**config.mk**
```make
export PLATFORM = sky130hd
export DESIGN_NAME = recv_board_flat
export DESIGN_NICKNAME = d
export VERILOG_FILES = /design/src/rtl/recv_board_if.sv /design/src/rtl/recv_board.sv /design/src/flat_wrapper.sv
export SDC_FILE = /design/constraint.sdc
export NUM_CORES = 1
export LEC_CHECK = 0
export CAP_MARGIN = 40
export CORE_MARGIN = 3
export CORE_UTILIZATION = 25
export DETAILED_ROUTE_END_ITERATION = 12
export PLACE_DENSITY = 0.53
export SKIP_CTS_REPAIR_TIMING = 1
export SLEW_MARGIN = 10
export SYNTH_ARGS = -nofsm -noshare
export SYNTH_HDL_FRONTEND = slang
export SYNTH_SLANG_ARGS = --single-unit
```
**constraint.sdc**
```tcl
create_clock -name clk -period 8.2 [get_ports clk]
set_clock_uncertainty 0.05 [all_clocks]
set_input_delay 1.64 -clock clk [delete_from_list [all_inputs] [get_ports clk]]
set_output_delay 1.64 -clock clk [all_outputs]
set_load 0.005 [all_outputs]
```
**src/rtl/recv_board_if.sv**
```systemverilog
// Host-side bundle for recv_board: the start handshake, the UART byte
// stream and the parsed board result.
interface recv_board_if #(
    parameter int ROWS = 3,
    parameter int COLS = 3
);
    logic                   req;
    logic                   ready;
    logic                   uart_rd;
    logic [7:0]             uart_q;
    logic [ROWS*COLS-1:0]   board_a_out;
    logic [ROWS*COLS-1:0]   board_b_out;
    logic                   valid;
    logic                   error_flag;

    modport master (
        output req, uart_rd, uart_q,
        input  ready, board_a_out, board_b_out, valid, error_flag
    );

    modport slave (
        input  req, uart_rd, uart_q,
        output ready, board_a_out, board_b_out, valid, error_flag
    );
endinterface

```
**src/rtl/recv_board.sv**
```systemverilog
// recv_board: parses a ROWS-line text board image ("O", "X", "." cells,
// spaces/bars/CR ignored, LF ends a row) arriving from uart_rx and
// publishes the result as two bitmaps with a one-cycle valid pulse.
//
//   state | meaning
//   ------+--------------------------------------------------------------
//   IDLE  | ready=1, waiting for req; bytes are ignored
//   RECV  | accumulating cells into row/col
//   SKIP  | frame already bad, discard bytes up to the next LF
//   CHECK | frame complete, compare O/X counts
//   DONE  | valid pulse is out, return to IDLE
module recv_board #(
    parameter int ROWS = 3,
    parameter int COLS = 3
) (
    input  logic        clk,
    input  logic        reset,
    recv_board_if.slave host
);
    localparam int N  = ROWS * COLS;
    localparam int RW = $clog2(ROWS + 1);
    localparam int CW = $clog2(COLS + 1);
    localparam int IW = $clog2(N + 1);
    // One spare bit so popcount+1 never wraps.
    localparam int PW = $clog2(N + 2);

    localparam logic [CW-1:0] COL_FULL = CW'(COLS);
    localparam logic [RW-1:0] ROW_LAST = RW'(ROWS - 1);

    localparam logic [7:0] CH_O   = 8'h4F;
    localparam logic [7:0] CH_X   = 8'h58;
    localparam logic [7:0] CH_DOT = 8'h2E;
    localparam logic [7:0] CH_SP  = 8'h20;
    localparam logic [7:0] CH_BAR = 8'h7C;
    localparam logic [7:0] CH_CR  = 8'h0D;
    localparam logic [7:0] CH_LF  = 8'h0A;

    typedef enum logic [2:0] {IDLE, RECV, SKIP, CHECK, DONE} state_t;

    state_t          state_q;
    logic [RW-1:0]   row_q;
    logic [CW-1:0]   col_q;
    logic [N-1:0]    acc_a_q;
    logic [N-1:0]    acc_b_q;
    logic [N-1:0]    board_a_q;
    logic [N-1:0]    board_b_q;
    logic            ready_q;
    logic            valid_q;
    logic            error_q;

    logic            is_cell;
    logic            is_lf;
    logic            is_ign;
    logic [IW-1:0]   cell_idx;
    logic [N-1:0]    cell_mask;
    logic [PW-1:0]   pop_a;
    logic [PW-1:0]   pop_b;
    logic            count_bad;

    function automatic logic [PW-1:0] popcount(input logic [N-1:0] v);
        logic [PW-1:0] n;
        n = '0;
        for (int i = 0; i < N; i++) begin
            n = n + PW'(v[i]);
        end
        return n;
    endfunction

    // Byte classification, target cell of the current byte and the O/X balance test.
    always_comb begin
        is_cell   = (host.uart_q == CH_O) || (host.uart_q == CH_X) || (host.uart_q == CH_DOT);
        is_lf     = (host.uart_q == CH_LF);
        is_ign    = (host.uart_q == CH_SP) || (host.uart_q == CH_BAR) || (host.uart_q == CH_CR);
        cell_idx  = IW'(row_q) * IW'(COLS) + IW'(col_q);
        cell_mask = {{(N-1){1'b0}}, 1'b1} << cell_idx;
        pop_a     = popcount(acc_a_q);
        pop_b     = popcount(acc_b_q);
        count_bad = (pop_a > pop_b + PW'(1)) || (pop_b > pop_a + PW'(1));
    end

    // Parser FSM; all outputs are registered here and only move on DONE entry,
    // on reset, or (error_flag) when a req is accepted.
    always_ff @(posedge clk) begin
        if (reset) begin
            state_q   <= IDLE;
            row_q     <= '0;
            col_q     <= '0;
            acc_a_q   <= '0;
            acc_b_q   <= '0;
            board_a_q <= '0;
            board_b_q <= '0;
            ready_q   <= 1'b1;
            valid_q   <= 1'b0;
            error_q   <= 1'b0;
        end else begin
            valid_q <= 1'b0;
            case (state_q)
                IDLE: begin
                    if (host.req) begin
                        state_q <= RECV;
                        ready_q <= 1'b0;
                        acc_a_q <= '0;
                        acc_b_q <= '0;
                        row_q   <= '0;
                        col_q   <= '0;
                        error_q <= 1'b0;
                    end
                end
                RECV: begin
                    if (host.uart_rd) begin
                        if (is_cell) begin
                            if (col_q == COL_FULL) begin
                                state_q <= SKIP;
                            end else begin
                                if (host.uart_q == CH_O) acc_a_q <= acc_a_q | cell_mask;
                                if (host.uart_q == CH_X) acc_b_q <= acc_b_q | cell_mask;
                                col_q <= col_q + CW'(1);
                            end
                        end else if (is_lf) begin
                            if (col_q == COL_FULL) begin
                                col_q <= '0;
                                row_q <= row_q + RW'(1);
                                if (row_q == ROW_LAST) state_q <= CHECK;
                            end else if (col_q != '0) begin
                                // Short row: the LF itself ends the frame.
                                state_q   <= DONE;
                                valid_q   <= 1'b1;
                                error_q   <= 1'b1;
                                board_a_q <= '0;
                                board_b_q <= '0;
                            end
                        end else if (!is_ign) begin
                            state_q <= SKIP;
                        end
                    end
                end
                SKIP: begin
                    if (host.uart_rd && is_lf) begin
                        state_q   <= DONE;
                        valid_q   <= 1'b1;
                        error_q   <= 1'b1;
                        board_a_q <= '0;
                        board_b_q <= '0;
                    end
                end
                CHECK: begin
                    state_q <= DONE;
                    valid_q <= 1'b1;
                    if (count_bad) begin
                        error_q   <= 1'b1;
                        board_a_q <= '0;
                        board_b_q <= '0;
                    end else begin
                        board_a_q <= acc_a_q;
                        board_b_q <= acc_b_q;
                    end
                end
                DONE: begin
                    state_q <= IDLE;
                    ready_q <= 1'b1;
                end
                default: begin
                    state_q <= IDLE;
                    ready_q <= 1'b1;
                end
            endcase
        end
    end

    assign host.ready       = ready_q;
    assign host.valid       = valid_q;
    assign host.error_flag  = error_q;
    assign host.board_a_out = board_a_q;
    assign host.board_b_out = board_b_q;
endmodule

```
**src/flat_wrapper.sv**
```systemverilog
// flat-port wrapper written by rule: the top's interface ports become plain ports
module recv_board_flat 
#(
    parameter int ROWS = 3,
    parameter int COLS = 3
)
  (clk, reset, host_req, host_uart_rd, host_uart_q, host_ready, host_board_a_out, host_board_b_out, host_valid, host_error_flag);
  recv_board_if #(.ROWS(ROWS), .COLS(COLS)) host_i ();
  input  logic clk;
  input  logic reset;
  input wire logic [$bits(host_i.req)-1:0] host_req;
  input wire logic [$bits(host_i.uart_rd)-1:0] host_uart_rd;
  input wire logic [$bits(host_i.uart_q)-1:0] host_uart_q;
  output wire logic [$bits(host_i.ready)-1:0] host_ready;
  output wire logic [$bits(host_i.board_a_out)-1:0] host_board_a_out;
  output wire logic [$bits(host_i.board_b_out)-1:0] host_board_b_out;
  output wire logic [$bits(host_i.valid)-1:0] host_valid;
  output wire logic [$bits(host_i.error_flag)-1:0] host_error_flag;
  assign host_i.req = host_req;
  assign host_i.uart_rd = host_uart_rd;
  assign host_i.uart_q = host_uart_q;
  assign host_ready = host_i.ready;
  assign host_board_a_out = host_i.board_a_out;
  assign host_board_b_out = host_i.board_b_out;
  assign host_valid = host_i.valid;
  assign host_error_flag = host_i.error_flag;
  recv_board #(.ROWS(ROWS), .COLS(COLS)) u_core (.clk(clk), .reset(reset), .host(host_i));
endmodule
```
==> flow_summary.json, run 1 <==
{
  "synth-main-ff-cell": "dfxtp_1",
  "worstPathMaxFanout": 18,
  "clockBufferDepth": 2,
  "hpwl_mm": 4.73,
  "hold_viol_final": 0,
  "reg2reg_setup_slack_ns": 2.70,
  "cap_violations": 0,
  "synth_area_leaders": "dfxtp_1, ha_1, fa_1",
  "setup.worst_path.start": "u_core.acc_b_q[1]$_SDFFE_PP0P_",
  "die_area_um2": 12600,
  "clock_tree.root_cell": "clkbuf_16",
  "die_height_um": 112,
  "cts_sinks": 46,
  "antenna_found_initial": 0,
  "synth_top_area_share_pct": 32.6,
  "dr.first_iter.drc_count": 105,
  "yosys-top-cells-count": "dfxtp_1, inv_1, ha_1",
  "yosys.area.top_type": "dfxtp_1",
  "crit_required_ns": 8.38,
  "post-place-cells": 458,
  "post_drt_via_cell_ratio": 4.61,
  "postRouteAntennaNets": 0,
  "drv_slew": 0,
  "period_needed_ns": 5.50,
  "cts_buffers": 5,
  "grt-ovfl-total": 0,
  "cp_data_arrival_time_ns": 5.68,
  "ys_warn_count": 0,
  "globalplace.congestion": 0.784,
  "fin_crit_sh_pct": 67.1,
  "worst_hold_path_type": "reg2reg",
  "grt_pass1_wl_mm": 10.4,
  "drive_above_1_share_pct": 9.82,
  "drcViolationCount": 0,
  "reg2reg_from": "u_core.acc_b_q[1]$_SDFFE_PP0P_",
  "vias": 2147,
  "cp-endpoint": "u_core.host.board_a_out[3]$_SDFFE_PP0P_",
  "max_freq_ghz": 0.182,
  "yosysSeqAreaShare_pct": 32.6,
  "setup_tns_ns": 0,
  "critPathCaptureType": "flop",
  "path_class": "reg2reg",
  "wire_per_inst_um": 13.0,
  "setup_viol": 0,
  "synthCells": 297,
  "track_usage_pct": 9.94,
  "rows": 38,
  "io_pins": 33,
  "start_util_pct": 25.8,
  "total_leakage_power_nw": 1.35,
  "yosys.cell_count.top_type": "dfxtp_1",
  "min_from": "u_core.host.ready$_SDFFE_PP1P_",
  "clkLatencyLatePin_ns": 0.29,
  "synth_cell_type_count": 56,
  "synth_edf_count": 0,
  "fill_cells": 1139,
  "diodes": 0,
  "reg2reg_to": "u_core.host.board_a_out[3]$_SDFFE_PP0P_",
  "nNetsFinal": 375,
  "first_global_vias": 2182,
  "vdd_ir_drop_max_v": 0.0000984,
  "tightest_slew_ns": 0.844,
  "areaGrowthSynthToFinish_pct": 19.5,
  "core_um2": 10900,
  "htree_levels": 2,
  "p_per_area_nw_per_um2": 148,
  "yosys_register_bits": 46,
  "firstDrtPassIters": 4,
  "stdcell_count": 466,
  "cts.clk_slew.worst_paths_ns": 0.07,
  "fp.dieW_um": 112,
  "grt_max_degree": 20,
  "avgSynthCellArea_um2": 9.51,
  "start_kind": "flop",
  "io_buffer_count": 32,
  "syn_nets": 347,
  "netlist_area_um2": 2820,
  "slew_headroom_pct": 43.5,
  "worst-r2r-cell-count": 17,
  "ys_async_sr_fraction_pct": 0,
  "grt_setup_unrepaired": "false",
  "status": "finished, final reports clean",
  "cts_tree": "built",
  "routed_wl_mm": 6.05
}
[layout by cell type (no fill, tap or decap), types with 2 or more instances in the layout]
cell | synthesis | final
or2_2 | 2 | 2
nor3_1 | 4 | 4
nand3b_1 | 2 | 2
and4b_2 | 2 | 2
ha_1 | 26 | 26
or4b_4 | 2 | 2
a2111oi_0 | 2 | 2
a211oi_1 | 3 | 3
a41oi_1 | 3 | 3
o21a_1 | 4 | 4
a21oi_1 | 23 | 23
nand2_1 | 7 | 7
fa_1 | 12 | 12
a22o_2 | 8 | 8
o21ai_0 | 3 | 3
a31oi_1 | 3 | 3
o31ai_1 | 2 | 2
nand2b_1 | 2 | 2
xnor2_1 | 2 | 2
nand4_1 | 3 | 3
and3_1 | 3 | 3
inv_1 | 43 | 43
nor2_1 | 23 | 23
nand3_1 | 7 | 7
clkdlybuf4s50_1 | 0 | 32
or3b_2 | 2 | 2
nor4b_1 | 2 | 2
nor2b_1 | 7 | 7
o21bai_1 | 2 | 2
a22o_1 | 11 | 11
clkbuf_16 | 0 | 5
xor2_1 | 4 | 4
a21o_1 | 2 | 2
dfxtp_1 | 46 | 46
[worst max-delay path, cell delays in order (launching register included)]
cell	delay, ns
dfxtp_1	0.38
ha_1	0.25
inv_1	0.07
fa_1	0.42
fa_1	0.52
fa_1	0.42
inv_1	0.07
ha_1	0.15
inv_1	0.06
fa_1	0.37
xor2_1	0.32
nand3_1	0.14
xor2_1	0.17
ha_1	0.32
a2111oi_0	0.45
o211ai_1	0.24
a211oi_4	0.76
a22o_1	0.26
[registers in the layout, indices dropped and copies added (netlist names)]
name                     count
u_core.col_q                 2
u_core.acc_a_q               9
u_core.host.ready            1
u_core.acc_b_q               9
u_core.host.board_a_out      9
u_core.host.board_b_out      9
u_core.host.valid            1
u_core.row_q                 2
u_core.state_q               3
u_core.host.error_flag       1
[area by class of cell]
type                       count  area, µm²  area share (%)
tap                          140        175            5.19
sequential                    46        921            27.3
clock buffer                   5        125            3.71
clock inverter                 3       21.3           0.630
timing repair buffer          32        320            9.49
inverter                      43        161            4.78
multi-input combinational    197       1650            48.9
[per-stage QoR]
stage          setup slack, ns  instance area (µm²)  util (%)  hold WS (ns)  total power [mW]
2_1_floorplan             3.43                 2820         -         0.399             0.290
5_1_grt                   2.31                 3380      30.9         0.451             0.527
3_3_place_gp              2.71                 3230      29.5         0.405             0.307
6_report                  2.70                 3380      30.9         0.415             0.501
3_5_place_dp              2.68                 3230      29.5         0.404             0.308
4_1_cts                   2.64                 3380      30.9         0.423             0.508
[cells by family after synthesis]
logic type	count (synthesis)	synth area share, %
AO/OA/AOI/OAI	75	19.7
flip-flops	46	32.6
AND/OR/NAND/NOR	77	16.6
multiplexers	1	0.354
buffers and inverters	54	8.91
XOR/XNOR	6	1.86
adder cells (fa/ha/maj)	38	20.0
[how the worst min path moves through the flow]
| stage | to | slack, ns | depth (start not counted) |
|---|---|---|---|
| 5_1_grt | u_core.host.board_a_out[2]$_SDFFE_PP0P_ | 0.45 | 1 |
| 4_1_cts | u_core.host.ready$_SDFFE_PP1P_ | 0.42 | 1 |
| 3_3_place_gp | u_core.host.ready$_SDFFE_PP1P_ | 0.41 | 1 |
| 6_report | u_core.host.ready$_SDFFE_PP1P_ | 0.42 | 1 |
| 3_5_place_dp | u_core.host.ready$_SDFFE_PP1P_ | 0.40 | 1 |
| 2_1_floorplan | u_core.host.board_a_out[5]$_SDFFE_PP0P_ | 0.40 | 1 |
[metal layers]
| metal | GRT usage, % | wire, µm | up-vias |
|---|---|---|---|
| met3 | 1.40 | 138 | 3 |
| met4 | 3.45 | 30 | 0 |
| li1 | - | - | 1096 |
| met5 | 0 | 0 | - |
| met2 | 16.6 | 2960 | 28 |
| met1 | 13.2 | 2920 | 1020 |
[where the power goes]
group / total [mW] / internal [mW] / switching (mW) / leakage, nW
registers: 0.232 / 0.227 / 0.00528 / 0.371
logic: 0.0690 / 0.0286 / 0.0404 / 0.905
clock network: 0.200 / 0.113 / 0.0866 / 0.0698
Note: power is estimated with default switching activity, not from simulation.
==> run 2: changes to the inputs <==
clock period = 5.1 ns   (was 8.2 ns; I/O delays follow)
==> flow_summary.json, run 2 (same netlist as run 1, synthesis figures left out) <==
{
  "status": "finished, final reports clean",
  "grt-ovfl-total": 0,
  "nNetsFinal": 383,
  "p_comb_share_pct": 14.8,
  "max_freq_ghz": 0.203,
  "drcViolationCount": 0,
  "vdd_ir_drop_max_v": 0.000144,
  "setup.worst_path.start": "u_core.acc_a_q[0]$_SDFFE_PP0P_",
  "worst-r2r-cell-count": 20,
  "multi_input_area_um2": 1750,
  "final_cell_mix": "dfxtp_1, inv_1, clkdlybuf4s50_1",
  "firstDrtPassIters": 4,
  "io_pins": 33,
  "io_buffer_count": 32,
  "first_global_vias": 2181,
  "fin_ws_ns": 0.182,
  "start_util_pct": 25.8,
  "grt_pass1_wl_mm": 10.4,
  "post_drt_via_cell_ratio": 4.61,
  "cap_violations": 0,
  "dr.first_iter.drc_count": 71,
  "slew_headroom_pct": 39.3,
  "drv_slew": 0,
  "die_height_um": 112,
  "period_needed_ns": 4.92,
  "worst_hold_path_type": "reg2reg",
  "setup_tns_ns": 0,
  "cts_buffers": 5,
  "grt_max_degree": 20,
  "postRouteAntennaNets": 0,
  "hold_viol_final": 0,
  "rows": 38,
  "p_switching_mw": 0.227,
  "start_kind": "flop",
  "mostFrequentLayoutCell": "dfxtp_1",
  "seqPwrFrac_pct": 45.2,
  "worstHoldPathCells": 1,
  "globalplace.congestion": 0.787,
  "core_um2": 10900,
  "diodes": 0,
  "crit_required_ns": 5.28,
  "fill_cells": 1110,
  "critPathCaptureType": "flop",
  "p_per_area_nw_per_um2": 230,
  "dp_slack_ns": 0.151,
  "worstPathMaxFanout": 5,
  "clockPowerShare_pct": 40.0,
  "vias": 2184,
  "track_usage_pct": 10.0,
  "reg2reg_to": "u_core.host.board_a_out[7]$_SDFFE_PP0P_",
  "clockBufferDepth": 2,
  "switching_share_pct": 27.4,
  "clkLatencyLatePin_ns": 0.29,
  "total_leakage_power_nw": 1.41,
  "die_area_um2": 12600,
  "tightest_slew_ns": 0.903,
  "worst_hold_path.endpoint": "u_core.host.ready$_SDFFE_PP1P_",
  "routed_wl_mm": 6.35,
  "clock_tree.root_cell": "clkbuf_16",
  "wire_per_inst_um": 13.4,
  "htree_levels": 2,
  "post-place-cells": 460,
  "drive_above_1_share_pct": 18.6,
  "reg2reg_setup_slack_ns": 0.18,
  "min_from": "u_core.host.ready$_SDFFE_PP1P_",
  "cts_sinks": 46,
  "stdcell_count": 474,
  "antenna_found_initial": 0,
  "fin_crit_sh_pct": 96.4,
  "cts.clk_slew.worst_paths_ns": 0.07,
  "cp_data_arrival_time_ns": 5.10,
  "post-route-util_pct": 33.0,
  "reg2reg_from": "u_core.acc_a_q[0]$_SDFFE_PP0P_",
  "areaGrowthSynthToFinish_pct": 27.9,
  "power_mw": 0.829,
  "fp.dieW_um": 112,
  "hpwl_mm": 4.62,
  "cts_tree": "built",
  "setup_viol": 0,
  "regArea_um2": 928,
  "p_int_mw": 0.602,
  "path_class": "reg2reg"
}
-- run 2: metal layers --
metal / global-route usage [%] / part of all wire, % / vias to the layer above
met5: 0 / 0 / -
met4: 3.21 / 1.3 / 0
met3: 1.78 / 2.3 / 5
met2: 16.4 / 47 / 23
met1: 13.4 / 49 / 1037
li1: - / - / 1119
-- run 2: power by group through the flow --
stage                     logic, mW  clock network (mW)  registers (mW)
after global placement        0.110                   0           0.382
after detailed placement      0.111                   0           0.382
after floorplan              0.0899                   0           0.376
after CTS                     0.113               0.343           0.374
after global routing          0.138               0.357           0.375
final                         0.123               0.332           0.375
-- run 2: cell type report --
| cell class | instances | area share, % |
|---|---|---|
| flip-flops and latches | 46 | 25.7 |
| clock buffers | 5 | 3.46 |
| repair buffers | 40 | 12.3 |
| multi-input cells | 197 | 48.5 |
| clock inverters | 3 | 0.693 |
| inverters | 43 | 4.54 |
| well taps | 140 | 4.85 |
-- run 2: worst max-delay path by stage --
stage	end	slack, ns	depth (start not counted)
after floorplan	u_core.host.board_a_out[5]$_SDFFE_PP0P_	0.33	18
after global placement	u_core.host.board_b_out[1]$_SDFFE_PP0P_	0.20	18
after detailed placement	u_core.host.board_a_out[1]$_SDFFE_PP0P_	0.15	18
after CTS	u_core.host.board_a_out[4]$_SDFFE_PP0P_	0.09	18
after global routing	u_core.host.board_b_out[8]$_SDFFE_PP0P_	-0.04	20
final	u_core.host.board_a_out[7]$_SDFFE_PP0P_	0.18	20
-- run 2: stage by stage --
stage	instance area, µm²	hold WS (ns)
after floorplan	2820	0.399
after global placement	3260	0.404
after detailed placement	3260	0.406
after CTS	3410	0.421
after global routing	3610	0.449
final	3610	0.414
-- run 2: worst max-delay path: stages, from the launching register on --
cell	delay [ns]
dfxtp_4	0.36
ha_4	0.26
inv_2	0.03
fa_1	0.48
fa_1	0.55
fa_1	0.42
inv_1	0.07
ha_2	0.18
inv_2	0.04
fa_2	0.55
inv_4	0.05
ha_4	0.15
xnor2_2	0.12
ha_1	0.30
nand4_1	0.12
a211oi_2	0.23
o211ai_1	0.17
a211oi_4	0.30
buf_12	0.16
clkbuf_16	0.13
a22o_1	0.13
